**config.mk**
```make
export PLATFORM = sky130hd
export DESIGN_NAME = digit_counter_ctrl
export DESIGN_NICKNAME = d
export VERILOG_FILES = /design/src/rtl/digit_ctrl_pkg.sv /design/src/rtl/step_sync.sv /design/src/rtl/digit_counter_ctrl.sv
export SDC_FILE = /design/constraint.sdc
export NUM_CORES = 1
export LEC_CHECK = 0
export BUFFER_PORTS_ARGS = -buffer_cell sky130_fd_sc_hd__clkbuf_2
export CORE_MARGIN = 3
export CORE_UTILIZATION = 61
export CTS_BUF_LIST = sky130_fd_sc_hd__clkbuf_8 sky130_fd_sc_hd__clkbuf_16
export DETAILED_ROUTE_END_ITERATION = 8
export GPL_ROUTABILITY_DRIVEN = 0
export PLACE_DENSITY = 0.89
export RECOVER_POWER = 50
export SLEW_MARGIN = 15
export SYNTH_ARGS = -nofsm -noshare
export SYNTH_HDL_FRONTEND = slang
export SYNTH_SLANG_ARGS = --single-unit
```
**constraint.sdc**
```tcl
create_clock -name clk -period 4.3 [get_ports clk]
set_input_delay 0.215 -clock clk [delete_from_list [all_inputs] [get_ports clk]]
set_output_delay 0.215 -clock clk [all_outputs]
set_load 0.01 [all_outputs]
```
**src/rtl/digit_ctrl_pkg.sv**
```systemverilog
// Shared constants for the digit counter source stage feeding the 7-segment decoder.
package digit_ctrl_pkg;

    localparam int unsigned DIGIT_W        = 3;
    localparam int unsigned PRESCALE_W_DEF = 24;

    localparam logic DIR_UP   = 1'b1;
    localparam logic DIR_DOWN = 1'b0;

    typedef logic [DIGIT_W-1:0] digit_t;

endpackage

```
**src/rtl/step_sync.sv**
```systemverilog
// Two-flop synchronizer for the step button followed by a rising-edge detector.
module step_sync (
    input  logic clk_i,
    input  logic rst_i,
    input  logic async_i,
    output logic rise_o
);

    logic sync1_q;
    logic sync2_q;
    logic sync3_q;

    always_ff @(posedge clk_i or posedge rst_i) begin
        if (rst_i) begin
            sync1_q <= 1'b0;
            sync2_q <= 1'b0;
            sync3_q <= 1'b0;
        end else begin
            sync1_q <= async_i;
            sync2_q <= sync1_q;
            sync3_q <= sync2_q;
        end
    end

    assign rise_o = sync2_q & ~sync3_q;

endmodule

```
**src/rtl/digit_counter_ctrl.sv**
```systemverilog
// Prescaled up/down wrap counter with load and single-step button, driving the digit decoder.
module digit_counter_ctrl
    import digit_ctrl_pkg::*;
#(
    parameter int unsigned PRESCALE_W = PRESCALE_W_DEF,
    parameter int unsigned DIGIT_W    = digit_ctrl_pkg::DIGIT_W
) (
    input  logic                  clk,
    input  logic                  reset,
    input  logic                  enable,
    input  logic                  dir,
    input  logic                  load,
    input  logic [DIGIT_W-1:0]    load_value,
    input  logic [DIGIT_W-1:0]    max_value,
    input  logic [PRESCALE_W-1:0] compare_value,
    input  logic                  step_in,
    output logic [DIGIT_W-1:0]    counter,
    output logic                  tick,
    output logic                  wrap
);

    logic [PRESCALE_W-1:0] presc_q, presc_d;
    logic [DIGIT_W-1:0]    count_q, count_d;
    logic                  tick_q, wrap_q, wrap_d;
    logic                  tick_c, step_pulse, step_evt, advance;

    step_sync u_step_sync (
        .clk_i   (clk),
        .rst_i   (reset),
        .async_i (step_in),
        .rise_o  (step_pulse)
    );

    // >= so that lowering compare_value below the running count expires at once.
    always_comb begin
        tick_c  = 1'b0;
        presc_d = '0;
        if (enable) begin
            if (presc_q >= compare_value) begin
                tick_c = 1'b1;
            end else begin
                presc_d = presc_q + PRESCALE_W'(1);
            end
        end
    end

    assign step_evt = step_pulse & ~enable;
    assign advance  = tick_c | step_evt;

    always_comb begin
        count_d = count_q;
        wrap_d  = 1'b0;
        if (load) begin
            count_d = (load_value > max_value) ? max_value : load_value;
        end else if (advance) begin
            if (dir == DIR_UP) begin
                if (count_q >= max_value) begin
                    count_d = '0;
                    wrap_d  = 1'b1;
                end else begin
                    count_d = count_q + DIGIT_W'(1);
                end
            end else begin
                // Out-of-range counts (max lowered underneath) re-enter at the top.
                if (count_q == '0 || count_q > max_value) begin
                    count_d = max_value;
                    wrap_d  = 1'b1;
                end else begin
                    count_d = count_q - DIGIT_W'(1);
                end
            end
        end
    end

    always_ff @(posedge clk or posedge reset) begin
        if (reset) begin
            presc_q <= '0;
            count_q <= '0;
            tick_q  <= 1'b0;
            wrap_q  <= 1'b0;
        end else begin
            presc_q <= presc_d;
            count_q <= count_d;
            tick_q  <= tick_c;
            wrap_q  <= wrap_d;
        end
    end

    assign counter = count_q;
    assign tick    = tick_q;
    assign wrap    = wrap_q;

endmodule
```
==> impl_metrics.env, run 1 <==
export IMPL_status="complete, but fails checks"
export IMPL_violations="max-capacitance violations, max-slew violations"
export IMPL_slew_viol_final=33
export IMPL_clk_latency_ns=0.28
export IMPL_synth_seq_cells=32
export IMPL_cp_start_kind="flop"
export IMPL_post_synth_top_count_cell="inv_1"
export IMPL_fin_crit_sh_pct=57.9
export IMPL_antenna_found_initial=0
export IMPL_netlist_instances=270
export IMPL_grt_overflow=0
export IMPL_p_per_area_nw_per_um2=280
export IMPL_tightest_slew_ns=1.67
export IMPL_cts_buffers=5
export IMPL_multi_input_area_um2=1420
export IMPL_pin_count=41
export IMPL_die_x_um=68.5
export IMPL_rows=22
export IMPL_cts_buffer_depth=2
export IMPL_diodes=0
export IMPL_post_route_util_pct=73.9
export IMPL_grt_pass1_wl_um=8080
export IMPL_placed_area_um2=2630
export IMPL_synth_warnings=0
export IMPL_drive_gt1_share_pct=17.4
export IMPL_synthTopCellsByCount="inv_1, nor2_1, ha_1"
export IMPL_wl_per_cell_um=13.2
export IMPL_worstPathMaxFanout=10
export IMPL_seq_area_frac_synth_pct=33.6
export IMPL_tns_ns=0
export IMPL_cts_resized=0
export IMPL_path_clk_slew_ns=0.06
export IMPL_synth_area_leaders="dfrtp_1, ha_1, xor2_1"
export IMPL_num_vias=2010
export IMPL_synth_area_um2=2380
export IMPL_regArea_um2=801
export IMPL_rsz0062_at_grt="false"
export IMPL_fin_nets=386
export IMPL_cts_root_buf="clkbuf_8"
export IMPL_endpoint_kind="flop"
export IMPL_fin_ws_ns=1.81
export IMPL_wl_um=4820
export IMPL_grt_pass1_vias=1935
export IMPL_fin_crit_ns=2.49
export IMPL_fin_skew_ns=0.00502
export IMPL_postCtsSetupBuffers=0
export IMPL_crit_arrival_ns=2.65
export IMPL_avgSynthCellArea_um2=8.81
export IMPL_hold_buffers=1
export IMPL_maxCapViolCount=1
export IMPL_worst_ir_drop_vdd_mv=0.191
export IMPL_tritoncts="yes"
export IMPL_area_growth_pct=15.5
export IMPL_vias_per_cell=5.51
export IMPL_port_buffers=40
export IMPL_power_leakage_nw=1.46
export IMPL_synthArstFlopShare_pct=100
export IMPL_post_place_ws_ns=1.83
export IMPL_hp_class="in2reg"
export IMPL_stdcell_area_um2=2750
export IMPL_critPathRequiredTime_ns=4.46
export IMPL_synth_enable_flop_cells=0
export IMPL_die_h_um=68.5
export IMPL_fp_dieArea_um2=4690
export IMPL_synth_distinct_cells=43
export IMPL_setup_viol_count_final=0
export IMPL_grt_usage_pct=22.8
export IMPL_coreArea_um2=3720
export IMPL_path_class="reg2reg"
export IMPL_clock_fmax_mhz=402
export IMPL_cts_sinks=32
export IMPL_drtIter0Drc=82
export IMPL_yosys_area_top_type="dfrtp_1"
export IMPL_synth_top_area_share_pct=33.6
export IMPL_hold_viol_final=0
export IMPL_hpwl_um=3800
export IMPL_num_fill_cells=280
export IMPL_ant_nets=0
export IMPL_synthesis_nets=340
export IMPL_htreeDepth=2
export IMPL_drt_pre_antenna_iters=4
export IMPL_initial_core_util_pct=64.0
export IMPL_total_power_mw=0.769
export IMPL_synthFlopType="dfrtp_1"
export IMPL_drc_errors=0
export IMPL_grt_max_degree=33
export IMPL_max_slew_margin_rel_pct=-11.3
stage by stage:
step           hold slack (ns)  std cells
5_1_grt                 0.0277        365
4_1_cts                 0.0346        365
3_3_place_gp             0.296        356
2_1_floorplan            0.246        270
6_report                0.0435        365
3_5_place_dp             0.302        356
path summary, 6_finish.rpt:
check	startpoint	to	slack (ns)	cells past startpoint
worst max-delay path	presc_q[2]	counter[1]	1.81	8
worst max register to register	presc_q[2]	counter[1]	1.81	8
min in group asynchronous	reset	presc_q[23]	1.04	4
worst min register to register	u_step_sync.sync1_q	u_step_sync.sync2_q	0.37	0
worst min-delay path	step_in	u_step_sync.sync1_q	0.04	1
max in group asynchronous	reset	presc_q[0]	2.29	4
layout by cell type, fill, tap and decap left out, types with 2 or more instances in the layout:
cell type  instances
and3_1             4
a21o_1             2
clkbuf_2          40
a31oi_1            2
a21oi_1           16
and4_1             2
nor2_1            35
o21ai_0            8
ha_1              34
dfrtp_1           32
clkbuf_8           5
xnor2_1            6
nor2b_1            6
a311oi_1           2
a211oi_1           2
inv_1             38
nand2_1           15
xor2_1            17
nand3_1           12
mux2i_1            2
nor3_1             4
nand4_1            8
logic make-up after synthesis:
| logic type | share of synthesized area, % |
|---|---|
| AO/OA/AOI/OAI | 11.8 |
| flip-flops | 33.6 |
| XOR/XNOR | 8.46 |
| adder cells (fa/ha/maj) | 17.9 |
| buffers and inverters | 6.73 |
| AND/OR/NAND/NOR | 20.6 |
| multiplexers | 0.841 |
registers in the layout, indices dropped and copies added, names as in the netlist:
name	count
presc_q	24
u_step_sync.sync1_q	1
tick	1
wrap	1
u_step_sync.sync3_q	1
counter	3
u_step_sync.sync2_q	1
layout make-up:
| type | count | share of cell area [%] |
|---|---|---|
| Multi-Input combinational cell | 197 | 51.6 |
| Sequential cell | 32 | 29.1 |
| Timing Repair Buffer | 43 | 8.06 |
| Tap cell | 48 | 2.19 |
| Clock inverter | 3 | 1.41 |
| Clock buffer | 5 | 2.50 |
| Inverter | 37 | 5.05 |
report_power, final:
| part | switching (mW) | internal, mW |
|---|---|---|
| combinational | 0.0935 | 0.0725 |
| clock | 0.107 | 0.169 |
| sequential | 0.0154 | 0.311 |
worst max-delay path, cell delays in order, from the launching register on:
cell and delay [ns]:
dfrtp_1 0.44, ha_1 0.31, and3_1 0.18, o21ai_1 0.12
a311oi_1 0.14, o31ai_2 0.23, nand4_1 0.40, o21a_1 0.27
o311a_1 0.29
layer usage:
metal,track usage (%),vias up,routed length (um)
met1,27.2,936,2110
met2,39.7,50,2420
met5,0,-,0
met3,5.75,8,226
li1,-,1016,-
met4,7.44,0,65
Power figures use the tool's default switching activity.
==> run 2: changes to the inputs <==
--- a/config.mk
+++ b/config.mk
@@ -7,11 +7,11 @@
 export LEC_CHECK = 0
 export BUFFER_PORTS_ARGS = -buffer_cell sky130_fd_sc_hd__clkbuf_2
 export CORE_MARGIN = 3
-export CORE_UTILIZATION = 61
+export CORE_UTILIZATION = 56
 export CTS_BUF_LIST = sky130_fd_sc_hd__clkbuf_8 sky130_fd_sc_hd__clkbuf_16
 export DETAILED_ROUTE_END_ITERATION = 8
 export GPL_ROUTABILITY_DRIVEN = 0
-export PLACE_DENSITY = 0.89
+export PLACE_DENSITY = 0.83
 export RECOVER_POWER = 50
 export SLEW_MARGIN = 15
 export SYNTH_ARGS = -nofsm -noshare
==> constraint.sdc (replaced) <==
create_clock -name clk -period 2.5 [get_ports clk]
set_input_delay 0.125 -clock clk [delete_from_list [all_inputs] [get_ports clk]]
set_output_delay 0.125 -clock clk [all_outputs]
set_load 0.01 [all_outputs]
==> run 2 against run 1 <==
The flow still finishes with violations (max-capacitance violations, max-slew violations). Hold slack improved by 0.080 ns. Clock-buffer cell count did not move. Via count rose by 1.8%. Sequential share of layout area fell by 0.41 points. Core utilization fell by 5.3 points. Critical path depth did not move. Clock skew rose by 0.0031 ns. First-iteration DRC count rose by 28%. Highest routed layer unchanged.
==> impl_metrics.env, run 2 (synthesis results as in run 1) <==
export IMPL_drt_pre_antenna_iters=4
export IMPL_ant_nets=0
export IMPL_final_cell_mix="clkbuf_2, inv_1, nor2_1, ha_1, dfrtp_1"
export IMPL_area_growth_pct=17.1
export IMPL_final_instance_count_excl_fill=371
export IMPL_largest_reg_flops=24
export IMPL_grt_usage_pct=21.3
export IMPL_max_slew_margin_rel_pct=-11.1
export IMPL_hold_viol_final=0
export IMPL_diodes=0
export IMPL_power_leakage_nw=1.48
export IMPL_htreeDepth=2
export IMPL_reg2regPathDepth=8
export IMPL_vias_per_cell=5.52
export IMPL_cts_root_buf="clkbuf_8"
export IMPL_status="complete, but fails checks"
export IMPL_num_fill_cells=310
export IMPL_fin_skew_ns=0.00813
export IMPL_port_buffers=40
export IMPL_drtIter0Drc=105
export IMPL_placed_cells=360
export IMPL_top_register="presc_q"
export IMPL_grt_max_degree=33
export IMPL_critPathRequiredTime_ns=2.67
export IMPL_grt_pass1_wl_um=8670
export IMPL_fp_dieArea_um2=5070
export IMPL_cts_buffer_depth=2
export IMPL_wl_per_cell_um=13.5
export IMPL_pin_count=41
export IMPL_crit_arrival_ns=2.54
export IMPL_hp_class="in2reg"
export IMPL_endpoint_kind="flop"
export IMPL_setup_viol_count_final=0
export IMPL_fin_nets=390
export IMPL_hpwl_um=3760
export IMPL_worst_ir_drop_vdd_mv=0.215
export IMPL_violations="max-capacitance violations, max-slew violations"
export IMPL_num_vias=2047
export IMPL_fin_crit_ns=2.37
export IMPL_clock_fmax_mhz=421
export IMPL_grt_overflow=0
export IMPL_cts_resized=0
export IMPL_initial_core_util_pct=58.6
export IMPL_tritoncts="yes"
export IMPL_cp_start_kind="flop"
export IMPL_path_class="reg2reg"
export IMPL_path_clk_slew_ns=0.07
export IMPL_cts_sinks=32
export IMPL_fin_crit_sh_pct=94.9
export IMPL_final_common_cell="clkbuf_2"
export IMPL_coreArea_um2=4060
export IMPL_slew_viol_final=33
export IMPL_hold_slack_ns=0.123
export IMPL_clk_latency_ns=0.29
export IMPL_drc_errors=0
export IMPL_p_per_area_nw_per_um2=483
export IMPL_die_x_um=71.2
export IMPL_worstPathMaxFanout=6
export IMPL_min_path_cells=3
export IMPL_antenna_found_initial=0
export IMPL_tightest_slew_ns=1.67
export IMPL_grt_pass1_vias=2010
export IMPL_drive_gt1_share_pct=18.4
export IMPL_total_power_mw=1.34
export IMPL_maxCapViolCount=1
export IMPL_die_h_um=71.2
export IMPL_rows=23
export IMPL_wl_um=5000
export IMPL_cts_buffers=5
-- run 2: changes by cell type in the layout (fill, tap and decap cells not counted), sizes merged --
cell,before,now
clkinvlp,0,1
inv,38,37
dlygate4sd3,1,2
buf,1,4
-- run 2: final cells by class --
class	count	area, um2	share of cell area [%]
repair buffers	47	254	9.12
well taps	50	62.6	2.25
clock buffers	5	68.8	2.47
inverters	37	139	4.98
clock inverters	3	42.5	1.53
multi-input cells	197	1420	50.9
flip-flops and latches	32	801	28.7
-- run 2: worst max-delay path, stage by stage, from the launching register on --
cell and delay, ns:
dfrtp_1 0.45, ha_1 0.31, and3_1 0.18, o21ai_1 0.13, a311oi_1 0.16, o31ai_2 0.23, nand4_1 0.28, o21a_1 0.24
o311a_1 0.29
-- run 2: final timing paths --
path / end / slack, ns / startpoint
hold reg to reg: u_step_sync.sync2_q / 0.36 / u_step_sync.sync1_q
hold / removal: tick / 0.12 / enable
min in group asynchronous: u_step_sync.sync1_q / 0.95 / reset
setup / recovery: counter[1] / 0.13 / presc_q[2]
max in group asynchronous: counter[1] / 0.58 / reset
setup reg to reg: counter[1] / 0.13 / presc_q[2]
-- run 2: per-layer routing --
layer | vias up | GRT usage [%] | share of wire (%)
li1 | 1022 | - | -
met1 | 953 | 26.9 | 43
met2 | 58 | 35.3 | 50
met3 | 14 | 3.84 | 5.0
met4 | 0 | 9.81 | 2.0
met5 | - | 0 | 0
-- run 2: through the flow --
stage          worst slack (ns)  cell area, um2  utilization (%)  TNS, ns
6_report                  0.127            2790             68.7        0
3_5_place_dp              0.195            2650             65.3        0
5_1_grt                 -0.0168            2790             68.7  -0.0168
3_3_place_gp              0.226            2650             65.3        0
4_1_cts                   0.165            2780             68.6        0
2_1_floorplan             0.566            2380                -        0
-- run 2: repair_timing --
item | 4_1_cts | 5_1_grt
hold endpoints to repair | 33 | 0
endpoints found under the setup margin | 0 | 1
hold buffers | 2 | 0
setup buffers | 0 | 1
-- run 2: where the power goes --
group | total [mW] | internal (mW) | leakage, nW | switching (mW)
clock | 0.489 | 0.295 | 0.0541 | 0.195
combinational | 0.296 | 0.130 | 0.992 | 0.166
sequential | 0.559 | 0.536 | 0.430 | 0.0237
total | 1.34 | 0.960 | 1.48 | 0.384
==> run 3: changes to the inputs <==
--- a/config.mk
+++ b/config.mk
@@ -6,13 +6,13 @@
 export NUM_CORES = 1
 export LEC_CHECK = 0
 export BUFFER_PORTS_ARGS = -buffer_cell sky130_fd_sc_hd__clkbuf_2
-export CORE_MARGIN = 3
+export CORE_MARGIN = 2
 export CORE_UTILIZATION = 56
-export CTS_BUF_LIST = sky130_fd_sc_hd__clkbuf_8 sky130_fd_sc_hd__clkbuf_16
 export DETAILED_ROUTE_END_ITERATION = 8
 export GPL_ROUTABILITY_DRIVEN = 0
 export PLACE_DENSITY = 0.83
 export RECOVER_POWER = 50
+export SETUP_SLACK_MARGIN = 0.02
 export SLEW_MARGIN = 15
 export SYNTH_ARGS = -nofsm -noshare
 export SYNTH_HDL_FRONTEND = slang
==> run 3 against run 2 <==
The run still ends with max-capacitance violations, max-slew violations left. Sequential cell count stayed put. Non-clock buffer count is 1 higher. Fmax increased by 2.4%. Critical path type unchanged.
==> impl_metrics.env, run 3 (synthesis results as in run 1) <==
export IMPL_tightest_slew_ns=1.67
export IMPL_hpwl_um=3810
export IMPL_path_class="reg2reg"
export IMPL_initial_core_util_pct=58.6
export IMPL_worstPathMaxFanout=6
export IMPL_path_clk_slew_ns=0.08
export IMPL_drt_pre_antenna_iters=4
export IMPL_drtIter0Drc=81
export IMPL_coreArea_um2=4060
export IMPL_port_buffers=40
export IMPL_die_h_um=69.2
export IMPL_cts_root_buf="clkbuf_8"
export IMPL_cts_sinks=32
export IMPL_final_common_cell="clkbuf_2"
export IMPL_fin_skew_ns=0.00846
export IMPL_grt_overflow=0
export IMPL_fin_nets=391
export IMPL_num_vias=1989
export IMPL_tns_ns=0
export IMPL_cts_buffer_depth=2
export IMPL_rsz0062_at_grt="false"
export IMPL_hold_slack_ns=0.101
export IMPL_max_slew_margin_rel_pct=-11.2
export IMPL_rows=23
export IMPL_hold_viol_final=0
export IMPL_crit_arrival_ns=2.54
export IMPL_num_fill_cells=338
export IMPL_post_place_ws_ns=0.151
export IMPL_rrSetupSlack_ns=0.18
export IMPL_status="complete, but fails checks"
export IMPL_setup_viol_count_final=0
export IMPL_min_from="enable"
export IMPL_violations="max-capacitance violations, max-slew violations"
export IMPL_area_growth_pct=16.6
export IMPL_endpoint_kind="flop"
export IMPL_fin_crit_sh_pct=92.8
export IMPL_cts_buffers=5
export IMPL_top_register="presc_q"
export IMPL_worstSetupStartpoint="presc_q[1]"
export IMPL_placed_area_um2=2650
export IMPL_tritoncts="yes"
export IMPL_fin_crit_ns=2.32
export IMPL_fp_dieArea_um2=4790
export IMPL_fin_ws_ns=0.181
export IMPL_cp_start_kind="flop"
export IMPL_diodes=0
export IMPL_hp_class="in2reg"
export IMPL_power_leakage_nw=1.47
export IMPL_p_per_area_nw_per_um2=454
export IMPL_grt_pass1_wl_um=8400
export IMPL_grt_usage_pct=21.5
export IMPL_r2r_start="presc_q[1]"
export IMPL_grt_pass1_vias=1964
export IMPL_die_x_um=69.2
export IMPL_antenna_found_initial=0
export IMPL_largest_reg_flops=24
export IMPL_stdcell_area_um2=2780
export IMPL_worst_ir_drop_vdd_mv=0.366
export IMPL_critPathRequiredTime_ns=2.72
export IMPL_drc_errors=0
export IMPL_post_route_util_pct=68.4
export IMPL_clk_latency_ns=0.29
export IMPL_wl_per_cell_um=13.1
export IMPL_final_cell_mix="clkbuf_2, inv_1, nor2_1, ha_1, dfrtp_1"
export IMPL_wl_um=4890
export IMPL_htreeDepth=2
export IMPL_ant_nets=0
export IMPL_maxCapViolCount=1
export IMPL_grt_max_degree=33
export IMPL_clock_fmax_mhz=431
export IMPL_pin_count=41
export IMPL_slew_viol_final=33
export IMPL_drive_gt1_share_pct=18.6
export IMPL_vias_per_cell=5.35
run 3: changes by cell type in the layout (fill, tap and decap cells not counted):
cell and change:
clkinvlp_4 +1, clkinv_4 +1, clkinv_2 -1, buf_4 +1, bufinv_16 -1
run 3: through the flow:
step	std cells	total power, mW
after global placement	360	0.846
final	372	1.26
after floorplan	270	0.762
after detailed placement	360	0.855
after global routing	372	1.34
after CTS	370	1.27
run 3: power by group:
group          switching (mW)  internal (mW)
Combinational           0.164          0.130
Sequential             0.0247          0.535
Clock                   0.209          0.197
run 3: routing by layer:
| metal | GRT usage, % | up-vias | wire length (um) |
|---|---|---|---|
| li1 | - | 1028 | - |
| met1 | 27.1 | 912 | 2240 |
| met2 | 36.1 | 43 | 2400 |
| met3 | 5.96 | 6 | 209 |
| met4 | 6.10 | 0 | 43 |
| met5 | 0 | - | 0 |
run 3: worst paths after layout:
path | depth (start not counted) | endpoint
worst max-delay path | 9 | counter[0]
worst min-delay path | 3 | tick
worst max register to register | 9 | counter[0]
worst min register to register | 0 | u_step_sync.sync2_q
max in group asynchronous | 4 | presc_q[13]
min in group asynchronous | 4 | presc_q[5]
run 3: critical path: stages, from the launching register on:
cell	delay, ns
dfrtp_1	0.44
ha_1	0.31
nor2b_1	0.14
o211ai_1	0.17
a311oi_1	0.13
o31ai_2	0.25
nand4_1	0.26
buf_4	0.23
a32oi_2	0.16
o31a_1	0.17
run 3: what timing repair did:
item                                    CTS  global route
endpoints found under the setup margin    0             3
endpoints found under the hold margin    33             0
setup buffers                             0             2
hold buffers                              2             0
gates resized for setup                   0             0
run 3: layout make-up:
cell class	count	area, um2	area share [%]
multi-input cells	197	1420	51.1
flip-flops and latches	32	801	28.9
repair buffers	48	262	9.42
inverters	37	139	5.00
clock buffers	5	68.8	2.48
well taps	50	62.6	2.25
clock inverters	3	23.8	0.857
